**src/rtl/alu_arbiter.sv**
```systemverilog
// Round-robin arbiter sharing one combinational ALU between two requesters.
// One operation in flight at a time; illegal control codes bypass the ALU.
module alu_arbiter #(
    parameter int WIDTH = 16
) (
    input  logic             clock,
    input  logic             reset_n,
    input  logic             req0_valid,
    output logic             req0_ready,
    input  logic [3:0]       req0_ctrl,
    input  logic [WIDTH-1:0] req0_a,
    input  logic [WIDTH-1:0] req0_b,
    input  logic             req1_valid,
    output logic             req1_ready,
    input  logic [3:0]       req1_ctrl,
    input  logic [WIDTH-1:0] req1_a,
    input  logic [WIDTH-1:0] req1_b,
    output logic [3:0]       alu_ctrl,
    output logic [WIDTH-1:0] alu_a,
    output logic [WIDTH-1:0] alu_b,
    input  logic [WIDTH-1:0] alu_result,
    input  logic             alu_zero,
    output logic             rsp0_valid,
    input  logic             rsp0_ready,
    output logic             rsp1_valid,
    input  logic             rsp1_ready,
    output logic [WIDTH-1:0] rsp_data,
    output logic             rsp_zero,
    output logic             rsp_err,
    output logic             grant_id
);

    typedef enum logic [1:0] {
        IDLE  = 2'd0,
        ISSUE = 2'd1,
        RESP  = 2'd2
    } state_t;

    state_t           state;
    logic             ptr;
    logic [3:0]       ctrl_q;
    logic [WIDTH-1:0] a_q;
    logic [WIDTH-1:0] b_q;

    logic             grant_valid;
    logic             grant_port;
    logic             accept;
    logic [3:0]       sel_ctrl;
    logic [WIDTH-1:0] sel_a;
    logic [WIDTH-1:0] sel_b;
    logic             sel_legal;
    logic             rsp_taken;

    function automatic logic is_legal(input logic [3:0] code);
        case (code)
            4'b0000, 4'b0010, 4'b0011, 4'b0100,
            4'b1100, 4'b0110, 4'b0111, 4'b0001: is_legal = 1'b1;
            default:                            is_legal = 1'b0;
        endcase
    endfunction

    // The favoured port wins a tie; otherwise whichever port is valid.
    always_comb begin
        grant_valid = 1'b0;
        grant_port  = ptr;
        if (!ptr) begin
            if (req0_valid) begin
                grant_valid = 1'b1;
                grant_port  = 1'b0;
            end else if (req1_valid) begin
                grant_valid = 1'b1;
                grant_port  = 1'b1;
            end
        end else begin
            if (req1_valid) begin
                grant_valid = 1'b1;
                grant_port  = 1'b1;
            end else if (req0_valid) begin
                grant_valid = 1'b1;
                grant_port  = 1'b0;
            end
        end
    end

    // Nothing is accepted while reset is held, even though state reads IDLE.
    assign accept     = reset_n && (state == IDLE) && grant_valid;
    assign req0_ready = accept && !grant_port;
    assign req1_ready = accept && grant_port;

    assign sel_ctrl   = grant_port ? req1_ctrl : req0_ctrl;
    assign sel_a      = grant_port ? req1_a    : req0_a;
    assign sel_b      = grant_port ? req1_b    : req0_b;
    assign sel_legal  = is_legal(sel_ctrl);

    assign alu_ctrl   = (state == ISSUE) ? ctrl_q : 4'b0000;
    assign alu_a      = (state == ISSUE) ? a_q    : '0;
    assign alu_b      = (state == ISSUE) ? b_q    : '0;

    assign rsp0_valid = (state == RESP) && !grant_id;
    assign rsp1_valid = (state == RESP) && grant_id;
    assign rsp_taken  = grant_id ? rsp1_ready : rsp0_ready;

    always_ff @(posedge clock) begin
        if (!reset_n) begin
            state    <= IDLE;
            ptr      <= 1'b0;
            grant_id <= 1'b0;
            ctrl_q   <= 4'b0000;
            a_q      <= '0;
            b_q      <= '0;
            rsp_data <= '0;
            rsp_zero <= 1'b0;
            rsp_err  <= 1'b0;
        end else begin
            case (state)
                IDLE: begin
                    if (accept) begin
                        ctrl_q   <= sel_ctrl;
                        a_q      <= sel_a;
                        b_q      <= sel_b;
                        grant_id <= grant_port;
                        ptr      <= ~grant_port;
                        if (sel_legal) begin
                            state <= ISSUE;
                        end else begin
                            rsp_data <= '0;
                            rsp_zero <= 1'b0;
                            rsp_err  <= 1'b1;
                            state    <= RESP;
                        end
                    end
                end
                ISSUE: begin
                    rsp_data <= alu_result;
                    rsp_zero <= alu_zero;
                    rsp_err  <= 1'b0;
                    state    <= RESP;
                end
                RESP: begin
                    if (rsp_taken) begin
                        state <= IDLE;
                    end
                end
                default: state <= IDLE;
            endcase
        end
    end

endmodule

```
**config.mk**
```make
export PLATFORM = sky130hd
export DESIGN_NAME = alu_arbiter
export DESIGN_NICKNAME = d
export VERILOG_FILES = /design/src/rtl/alu_arbiter.sv
export SDC_FILE = /design/constraint.sdc
export NUM_CORES = 1
export LEC_CHECK = 0
export CAP_MARGIN = 20
export CORE_UTILIZATION = 27
export CTS_CLUSTER_DIAMETER = 100
export DETAILED_ROUTE_END_ITERATION = 8
export DONT_BUFFER_PORTS = 1
export GPL_ROUTABILITY_DRIVEN = 1
export GPL_TIMING_DRIVEN = 0
export SYNTH_ARGS = -nofsm -noshare
export SYNTH_HDL_FRONTEND = slang
export SYNTH_SLANG_ARGS = --single-unit
```
**constraint.sdc**
```tcl
create_clock -name clock -period 2.1 [get_ports clock]
set_clock_uncertainty 0.2 [all_clocks]
set_input_delay 0.315 -clock clock [delete_from_list [all_inputs] [get_ports clock]]
set_output_delay 0.315 -clock clock [all_outputs]
set_load 0.02 [all_outputs]
```
==> impl_metrics.tcl, run 1 <==
set metrics [dict create \
    cts_made_buffers 9 \
    synth_area_mm2 0.00297 \
    place_congestion 0.753 \
    p_comb_share_pct 31.0 \
    seq_power_share_pct 41.3 \
    drt_iter0_drc 140 \
    maxSlewHeadroom_pct 59.3 \
    min_from "req1_a[3]" \
    timing.hold.ws_ns 0.0138 \
    ff2ff_path_depth 5 \
    power_uw 3360 \
    hp-class "input pin to flip-flop" \
    rrSetupSlack_ns 0.06 \
    min_path_cells 2 \
    num_vias 2705 \
    cts.path.max_buffers 2 \
    utilization_pct 35.9 \
    maxSlewViolCount 0 \
    crit_type "flip-flop to flip-flop" \
    top_usage_layer "met2" \
    postSynthCellCount 329 \
    finalCritPeriodShare_pct 97.1 \
    track_usage_pct 15.8 \
    fin_nets 466 \
    synth_common_cells "dfxtp_1, a21oi_1, and2_1, nor2_1, a211oi_1" \
    period_needed_ns 2.04 \
    cts_tree "yes" \
    synthesis.nets 424 \
    ant_nets 0 \
    seq_area_frac_synth_pct 39.1 \
    grt_max_degree 11 \
    die_area_mm2 0.0114 \
    grt_overflow 0 \
    antenna_found_initial 0 \
    synthesis.area_per_instance_um2 9.02 \
    dp_slack_ns -0.442 \
    synth.area.top_cells "dfxtp_1, mux2i_1, a211oi_1, and2_1, a21oi_1" \
    tightest_slew_ns 0.611 \
    status "finished clean" \
    yosysMostFrequentCell "dfxtp_1" \
    timing.fmax_ghz 0.490 \
    required_ns 2.10 \
    io_pins 154 \
    worstReg2RegStart "state[0]" \
    core_mm2 0.0105 \
    ys_ff_latch 58 \
    crit_arrival_ns 2.04 \
    io_buffers 0 \
    worstSkewPairLatency_ns 0.34 \
    die_width_um 107 \
    ys.flop_type "dfxtp_1" \
    power.leakage_uw 0.00143 \
    p_per_area_mw_per_mm2 890 \
    drcViolationCount 0 \
    synth_warnings 0 \
    clkPwrFrac_pct 27.7 \
    setup_ws_ns 0.0599 \
    cts-root-buf "clkbuf_8" \
    rows 37 \
    cp-start-kind "flip-flop" \
    area_delta_synth_final_pct 27.0 \
    wirelength_mm 9.02 \
    drv_cap 0 \
    grt_pass1_vias 2636 \
    rsz0062_at_grt "true" \
    p_int_uw 2150 \
    viasPerCell 5.29 \
    switchingPower_uw 1200 \
    grt_pass1_wl_mm 13.6 \
    synth_cell_types 31 \
    hold_viol_final 0 \
    hpwl_mm 6.12 \
    fp.dieH_um 107 \
    met3_usage_pct 4.62 \
    rr_endpoint "rsp_data[1]" \
    cts.sinks 58 \
    fin_setup_tns_ns 0 \
    swShare_pct 35.8 \
    use_met1_pct 19.6 \
    synth_edf_count 0 \
    grt_use_met2_pct 24.8 \
    yosys.area.top_type_share_pct 39.1 \
    clkTransAtPathRegs_ns 0.07 \
    async_reset_ff_share_pct 0 \
    synth_area_leader_cell "dfxtp_1" \
    drive_gt1_share_pct 24.8 \
    critPathCaptureType "flip-flop" \
    irDropWorstVdd_v 0.000262 \
    cts_max_level 3 \
    worstHoldEndpoint "a_q[3]" \
    firstDrtPassIters 4 \
    setup_viol 0 \
    wl_per_cell_um 17.6 \
    start_util_pct 28.3 \
    diodes 0 \
    crit_fanout 10 \
]
==> per-layer routing <==
layer | wire length [um] | vias to the layer above
met2 | 4140 | 133
met4 | 207 | 0
met5 | 0 | -
met3 | 663 | 20
li1 | - | 1279
met1 | 4010 | 1273
==> critical path: stages (launching register included) <==
cell and delay, ns:
dfxtp_2 0.36, clkbuf_1 0.38, nand2b_1 0.16, buf_1 0.32, clkbuf_4 0.34, a311oi_2 0.12
==> worst max path at each step <==
| stage | startpoint | endpoint | slack [ns] | cells past startpoint |
|---|---|---|---|---|
| detailed placement | reset_n | a_q[12] | -0.44 | 6 |
| floorplan | req1_valid | rsp_data[0] | 0.17 | 6 |
| finish | state[0] | rsp_data[1] | 0.06 | 5 |
| global route | state[0] | rsp_data[0] | -0.01 | 5 |
| global placement | reset_n | b_q[10] | -0.36 | 6 |
| CTS | ptr | rsp_data[5] | 0.001 | 7 |
==> flip-flops by register name, summed over array words and instances, names as in the netlist <==
signal	flops
a_q	16
b_q	16
ctrl_q	4
grant_id	1
ptr	1
rsp_data	16
rsp_err	1
rsp_zero	1
state	2
==> metrics by stage <==
| stage | std cells | instance area, um2 |
|---|---|---|
| global placement | 465 | 3140 |
| floorplan | 329 | 2970 |
| CTS | 508 | 3710 |
| global route | 511 | 3770 |
| detailed placement | 465 | 3140 |
| finish | 511 | 3770 |
==> area by class of cell <==
| class | instances | area [um2] |
|---|---|---|
| Buffer | 32 | 195 |
| Clock buffer | 12 | 155 |
| Clock inverter | 3 | 15.0 |
| Fill cell | 1053 | 6740 |
| Inverter | 2 | 7.51 |
| Multi-Input combinational cell | 237 | 1760 |
| Sequential cell | 58 | 1160 |
| Tap cell | 136 | 170 |
| Timing Repair Buffer | 31 | 305 |
==> placed cells by master, fill, tap and decap left out, types with 2 or more instances in the layout <==
master          n
mux2_2          3
and2_2         19
buf_4           5
nand3_1         4
dfxtp_1        56
a211oi_1       34
inv_1           2
clkbuf_8       14
dlygate4sd3_1  29
nor2_1         37
clkbuf_1       14
a311oi_1        7
clkinv_2        3
dfxtp_2         2
mux2i_1        32
buf_1           3
and2_4         18
a21oi_1        39
o21ai_0         6
a311oi_2       10
buf_2           6
nand2b_1        5
nor2b_1         2
o31ai_1         2
nor3b_1         2
buf_6           3
nand2_1         3
==> what timing repair did <==
action | 4_1_cts | 5_1_grt
hold buffers | 28 | 1
gates cloned | 0 | 0
buffers inserted | 0 | 2
endpoints found under the setup margin | 74 | 38
pin swaps | 0 | 1
gates resized for setup | 63 | 25
endpoints found under the hold margin | 25 | 1
==> power groups by stage <==
stage          sequential, uW  combinational (uW)  clock (uW)
2_1_floorplan            1370                 720           0
3_3_place_gp             1390                 896           0
3_5_place_dp             1400                 916           0
4_1_cts                  1380                1000         964
5_1_grt                  1410                1150        1020
6_report                 1390                1040         930
==> kinds of logic after synthesis <==
kind of cell    count (synthesis)  synth area share [%]
simple gates                   97                  17.0
buf+inv                        34                  5.10
compound gates                104                  26.1
flops                          58                  39.1
mux                            36                  12.7
(Power assumes the default switching activity.)
==> run 2: changes to the inputs <==
- CTS_BUF_LIST: not set -> sky130_fd_sc_hd__clkbuf_16
- clock period: 2.1 -> 2.2 ns (I/O delays scaled with it)
==> run 2 against run 1 <==
  * Register-to-register slack better by 0.15 ns
  * Sequential power decreased by 5%
  * Clock-buffer cell count is 3 lower
  * Clock power up 29%
  * Die area unchanged
  * Global-route usage down 1.1 points
  * Flip-flop and latch count unchanged
  * Worst hold slack is essentially flat
  * Critical path depth stayed put
  * Critical endpoint is now req1_ready
  * Largest cell class unchanged
==> impl_metrics.tcl, run 2 (synthesized netlist as in run 1, its figures left out) <==
set metrics [dict create \
    final_common_cell "dfxtp_1" \
    rows 37 \
    cts-root-buf "clkbuf_16" \
    grt_pass1_wl_mm 12.6 \
    nFillCells 1084 \
    status "finished clean" \
    cp-start-kind "flip-flop" \
    crit_fanout 10 \
    clkTransAtPathRegs_ns 0.05 \
    design_area_mm2 0.00350 \
    cts.path.max_buffers 2 \
    maxSlewHeadroom_pct 59.6 \
    rrSetupSlack_ns 0.21 \
    maxSlewViolCount 0 \
    area_delta_synth_final_pct 17.9 \
    cts.sinks 58 \
    irDropWorstVdd_v 0.000284 \
    fin_nets 436 \
    grt_overflow 0 \
    dpl_cell_area_mm2 0.00314 \
    power_uw 3430 \
    place_congestion 0.753 \
    fp.dieH_um 107 \
    hold_buffers 0 \
    cts_tree "yes" \
    setup_viol 0 \
    drive_gt1_share_pct 25.8 \
    io_pins 154 \
    final_cell_mix "dfxtp_1, a21oi_1, and2_2, nor2_1, a211oi_1" \
    reg_top3 "a_q x16, b_q x16, rsp_data x16" \
    io_buffers 0 \
    grt_max_degree 11 \
    rsz0062_at_grt "false" \
    fin_setup_tns_ns 0 \
    timing.fmax_ghz 0.472 \
    utilization_pct 33.3 \
    tightest_slew_ns 0.606 \
    finalCritPeriodShare_pct 96.3 \
    crit_arrival_ns 1.59 \
    critPathCaptureType "output port" \
    dp_slack_ns -0.357 \
    firstDrtPassIters 4 \
    num_vias 2523 \
    p_per_area_mw_per_mm2 981 \
    grt_pass1_vias 2422 \
    power.leakage_uw 0.00132 \
    worstSkewPairLatency_ns 0.32 \
    antenna_found_initial 0 \
    ant_nets 0 \
    setup_ws_ns 0.0821 \
    wirelength_mm 8.45 \
    hpwl_mm 6.12 \
    wl_per_cell_um 17.6 \
    track_usage_pct 14.8 \
    core_mm2 0.0105 \
    drv_cap 0 \
    cts_made_buffers 9 \
    drt_iter0_drc 149 \
    viasPerCell 5.25 \
    start_util_pct 28.3 \
    period_needed_ns 2.12 \
    diodes 0 \
    die_width_um 107 \
    hold_viol_final 0 \
    cts_max_level 3 \
    hp-class "input pin to flip-flop" \
    die_area_mm2 0.0114 \
    drcViolationCount 0 \
    crit_type "flip-flop to output port" \
    required_ns 1.67 \
]
-- run 2: power breakdown --
| group | total (uW) | internal, uW | switching [uW] | leakage (uW) |
|---|---|---|---|---|
| Combinational | 910 | 340 | 570 | 0.000717 |
| Sequential | 1320 | 1200 | 120 | 0.000477 |
| Clock | 1200 | 735 | 465 | 0.000131 |
-- run 2: timing repair --
item | in CTS | in global routing
setup endpoints to repair | 59 | 49
gates resized for setup | 34 | 32
buffers inserted | 0 | 1
-- run 2: final timing paths --
| kind | startpoint | end | depth (start not counted) |
|---|---|---|---|
| worst min-delay path | alu_result[9] | rsp_data[9] | 2 |
| worst min register to register | ctrl_q[1] | ctrl_q[1] | 2 |
| worst max register to register | state[0] | rsp_data[5] | 5 |
| worst max-delay path | ptr | req1_ready | 5 |
-- run 2: final cells by class --
class                   count  area [um2]  area share, %
flip-flops and latches     58        1160           33.2
repair buffers              1        7.51          0.215
plain buffers              32         176           5.04
inverters                   2        7.51          0.215
clock inverters             6        26.3          0.751
multi-input cells         237        1720           49.3
well taps                 136         170           4.86
clock buffers               9         225           6.44
-- run 2: stage by stage --
step / cells / hold slack [ns]
after detailed placement: 465 / 0.252
after floorplan: 329 / 0.235
after CTS: 480 / 0.00438
after global placement: 465 / 0.247
final: 481 / 0.0139
after global routing: 481 / 0.0137
-- run 2: worst max-delay path, cell delays in order (launching register included) --
cell and delay [ns]:
dfxtp_1 0.29, buf_2 0.16, a21oi_1 0.17, buf_6 0.21
buf_2 0.30, nor2_2 0.13
-- run 2: layer usage --
metal	wire length (um)	track usage, %	vias to the layer above
met4	142	7.24	0
met5	0	0	-
met2	3800	22.4	108
met3	633	4.74	11
li1	-	-	1220
met1	3870	18.8	1184
==> run 3: changes to the inputs <==
--- a/constraint.sdc
+++ b/constraint.sdc
@@ -4,2 +4,2 @@
 set_output_delay 0.33 -clock clock [all_outputs]
-set_load 0.02 [all_outputs]
+set_load 0.1 [all_outputs]
==> run 3 against run 2 <==
  * The flow now finishes with violations (setup timing)
  * Cell count rose by 1.5%
  * Critical path type unchanged
  * Highest routed layer unchanged
  * Largest power group unchanged
  * Register-to-register slack got worse by 0.10 ns
  * Largest cell class unchanged
  * Maximum frequency fell by 5.1%
  * Flip-flop and latch count did not move
==> impl_metrics.tcl, run 3 (synthesized netlist as in run 1, its figures left out) <==
set metrics [dict create \
    crit_type "flip-flop to output port" \
    cp_num_buf_inv 0 \
    p_comb_share_pct 31.5 \
    drv_cap 0 \
    firstDrtPassIters 4 \
    cts_tree "yes" \
    io_buffers 0 \
    clkPwrFrac_pct 30.1 \
    swShare_pct 40.5 \
    final_cell_mix "dfxtp_1, a21oi_1, and2_4, nor2_1, a211oi_1" \
    fin_setup_tns_ns -0.0326 \
    top_usage_layer "met2" \
    antenna_found_initial 0 \
    start_util_pct 28.3 \
    timing.hold.ws_ns 0.0108 \
    tightest_slew_ns 1.01 \
    drt_iter0_drc 80 \
    die_width_um 107 \
    wl_per_cell_um 18.0 \
    cts.path.max_buffers 2 \
    area_delta_synth_final_pct 24.1 \
    hpwl_mm 6.45 \
    timing.fmax_ghz 0.448 \
    num_vias 2566 \
    irDropWorstVdd_v 0.000347 \
    p_int_uw 2340 \
    p_per_area_mw_per_mm2 1070 \
    drive_gt1_share_pct 27.6 \
    failed_checks "setup timing" \
    critPathCaptureType "output port" \
    io_pins 154 \
    required_ns 1.67 \
    cts_max_level 3 \
    use_met1_pct 18.2 \
    drcViolationCount 0 \
    status "finished with violations" \
    rsz0062_at_grt "true" \
    period_needed_ns 2.23 \
    cp_slowest_cell "nor2_4" \
    switchingPower_uw 1600 \
    seq_power_share_pct 38.4 \
    grt_use_met2_pct 25.0 \
    cp_top_family "simple AND/OR/NAND/NOR gates" \
    track_usage_pct 15.5 \
    grt_max_degree 11 \
    finalCritPeriodShare_pct 101 \
    diodes 0 \
    cts-root-buf "clkbuf_16" \
    grt_pass1_vias 2477 \
    reg_top3 "a_q x16, b_q x16, rsp_data x16" \
    maxSlewHeadroom_pct 32.3 \
    fp.dieH_um 107 \
    met3_usage_pct 5.84 \
    crit_chain "nor2b_4, or3_4, nor2_4" \
    setup_ws_ns -0.0326 \
    grt_pass1_wl_mm 13.2 \
    crit_fanout 4 \
    cts.sinks 58 \
    final_common_cell "dfxtp_1" \
    core_mm2 0.0105 \
    viasPerCell 5.26 \
    worstSkewPairLatency_ns 0.33 \
    hp-class "input pin to flip-flop" \
    fin_nets 444 \
    cp-start-kind "flip-flop" \
    hold_viol_final 0 \
    place_congestion 0.735 \
    critPathMaxStageDelay_ns 0.51 \
    maxSlewViolCount 0 \
    cts_made_buffers 9 \
    die_area_mm2 0.0114 \
    setup_viol 1 \
    ant_nets 0 \
    power.leakage_uw 0.00141 \
    clkTransAtPathRegs_ns 0.05 \
    crit_arrival_ns 1.70 \
    grt_overflow 0 \
    rows 37 \
    wirelength_mm 8.77 \
]
==> run 3: per-stage QoR <==
| step | setup WS, ns | power, uW | utilization [%] | cells | cell area (um2) |
|---|---|---|---|---|---|
| 2_1_floorplan | -0.331 | 2420 | - | 329 | 3030 |
| 6_report | -0.0326 | 3940 | 35.1 | 488 | 3690 |
| 3_3_place_gp | -0.469 | 2600 | 30.4 | 465 | 3200 |
| 5_1_grt | -0.0826 | 4140 | 35.1 | 488 | 3690 |
| 3_5_place_dp | -0.501 | 2630 | 30.4 | 465 | 3200 |
| 4_1_cts | -0.0498 | 3950 | 34.8 | 485 | 3660 |
==> run 3: cell type report <==
class | instances | area [um2]
multi-input combinational | 237 | 1800
inverter | 2 | 7.51
clock inverter | 5 | 18.8
clock buffer | 9 | 225
buffer | 32 | 224
timing repair buffer | 9 | 75.1
tap | 136 | 170
sequential | 58 | 1170
fill | 1093 | 6820
==> run 3: worst register-to-register path: cells and delay by family (launching register included) <==
kind,cells,cell delay [ns]
compound gates,2,0.44
mux,1,0.14
flops,1,0.29
buf+inv,5,0.92
==> run 3: per-layer routing <==
metal	wire length (um)	share of wire [%]
met1	3630	41
met2	4280	49
met3	667	7.6
met4	197	2.2
met5	0	0
==> run 3: power groups by stage <==
stage	sequential (uW)	combinational (uW)	clock [uW]
2_1_floorplan	1490	932	0
5_1_grt	1530	1340	1270
3_5_place_dp	1520	1120	0
6_report	1510	1240	1190
3_3_place_gp	1510	1090	0
4_1_cts	1520	1230	1210
==> run 3: worst paths after layout <==
check             cells past startpoint           end      startpoint  slack, ns
hold reg to reg                       2     ctrl_q[2]       ctrl_q[2]       0.27
setup reg to reg                      8        a_q[7]             ptr       0.11
setup / recovery                      3    req1_ready        state[0]      -0.03
hold / removal                        2  rsp_data[13]  alu_result[13]       0.01
==> run 3: timing repair <==
action,in CTS,in global routing
hold endpoints to repair,3,0
buffers inserted,3,3
resized for setup,74,2
pin swaps,9,4
hold buffers,3,0
endpoints found under the setup margin,73,25
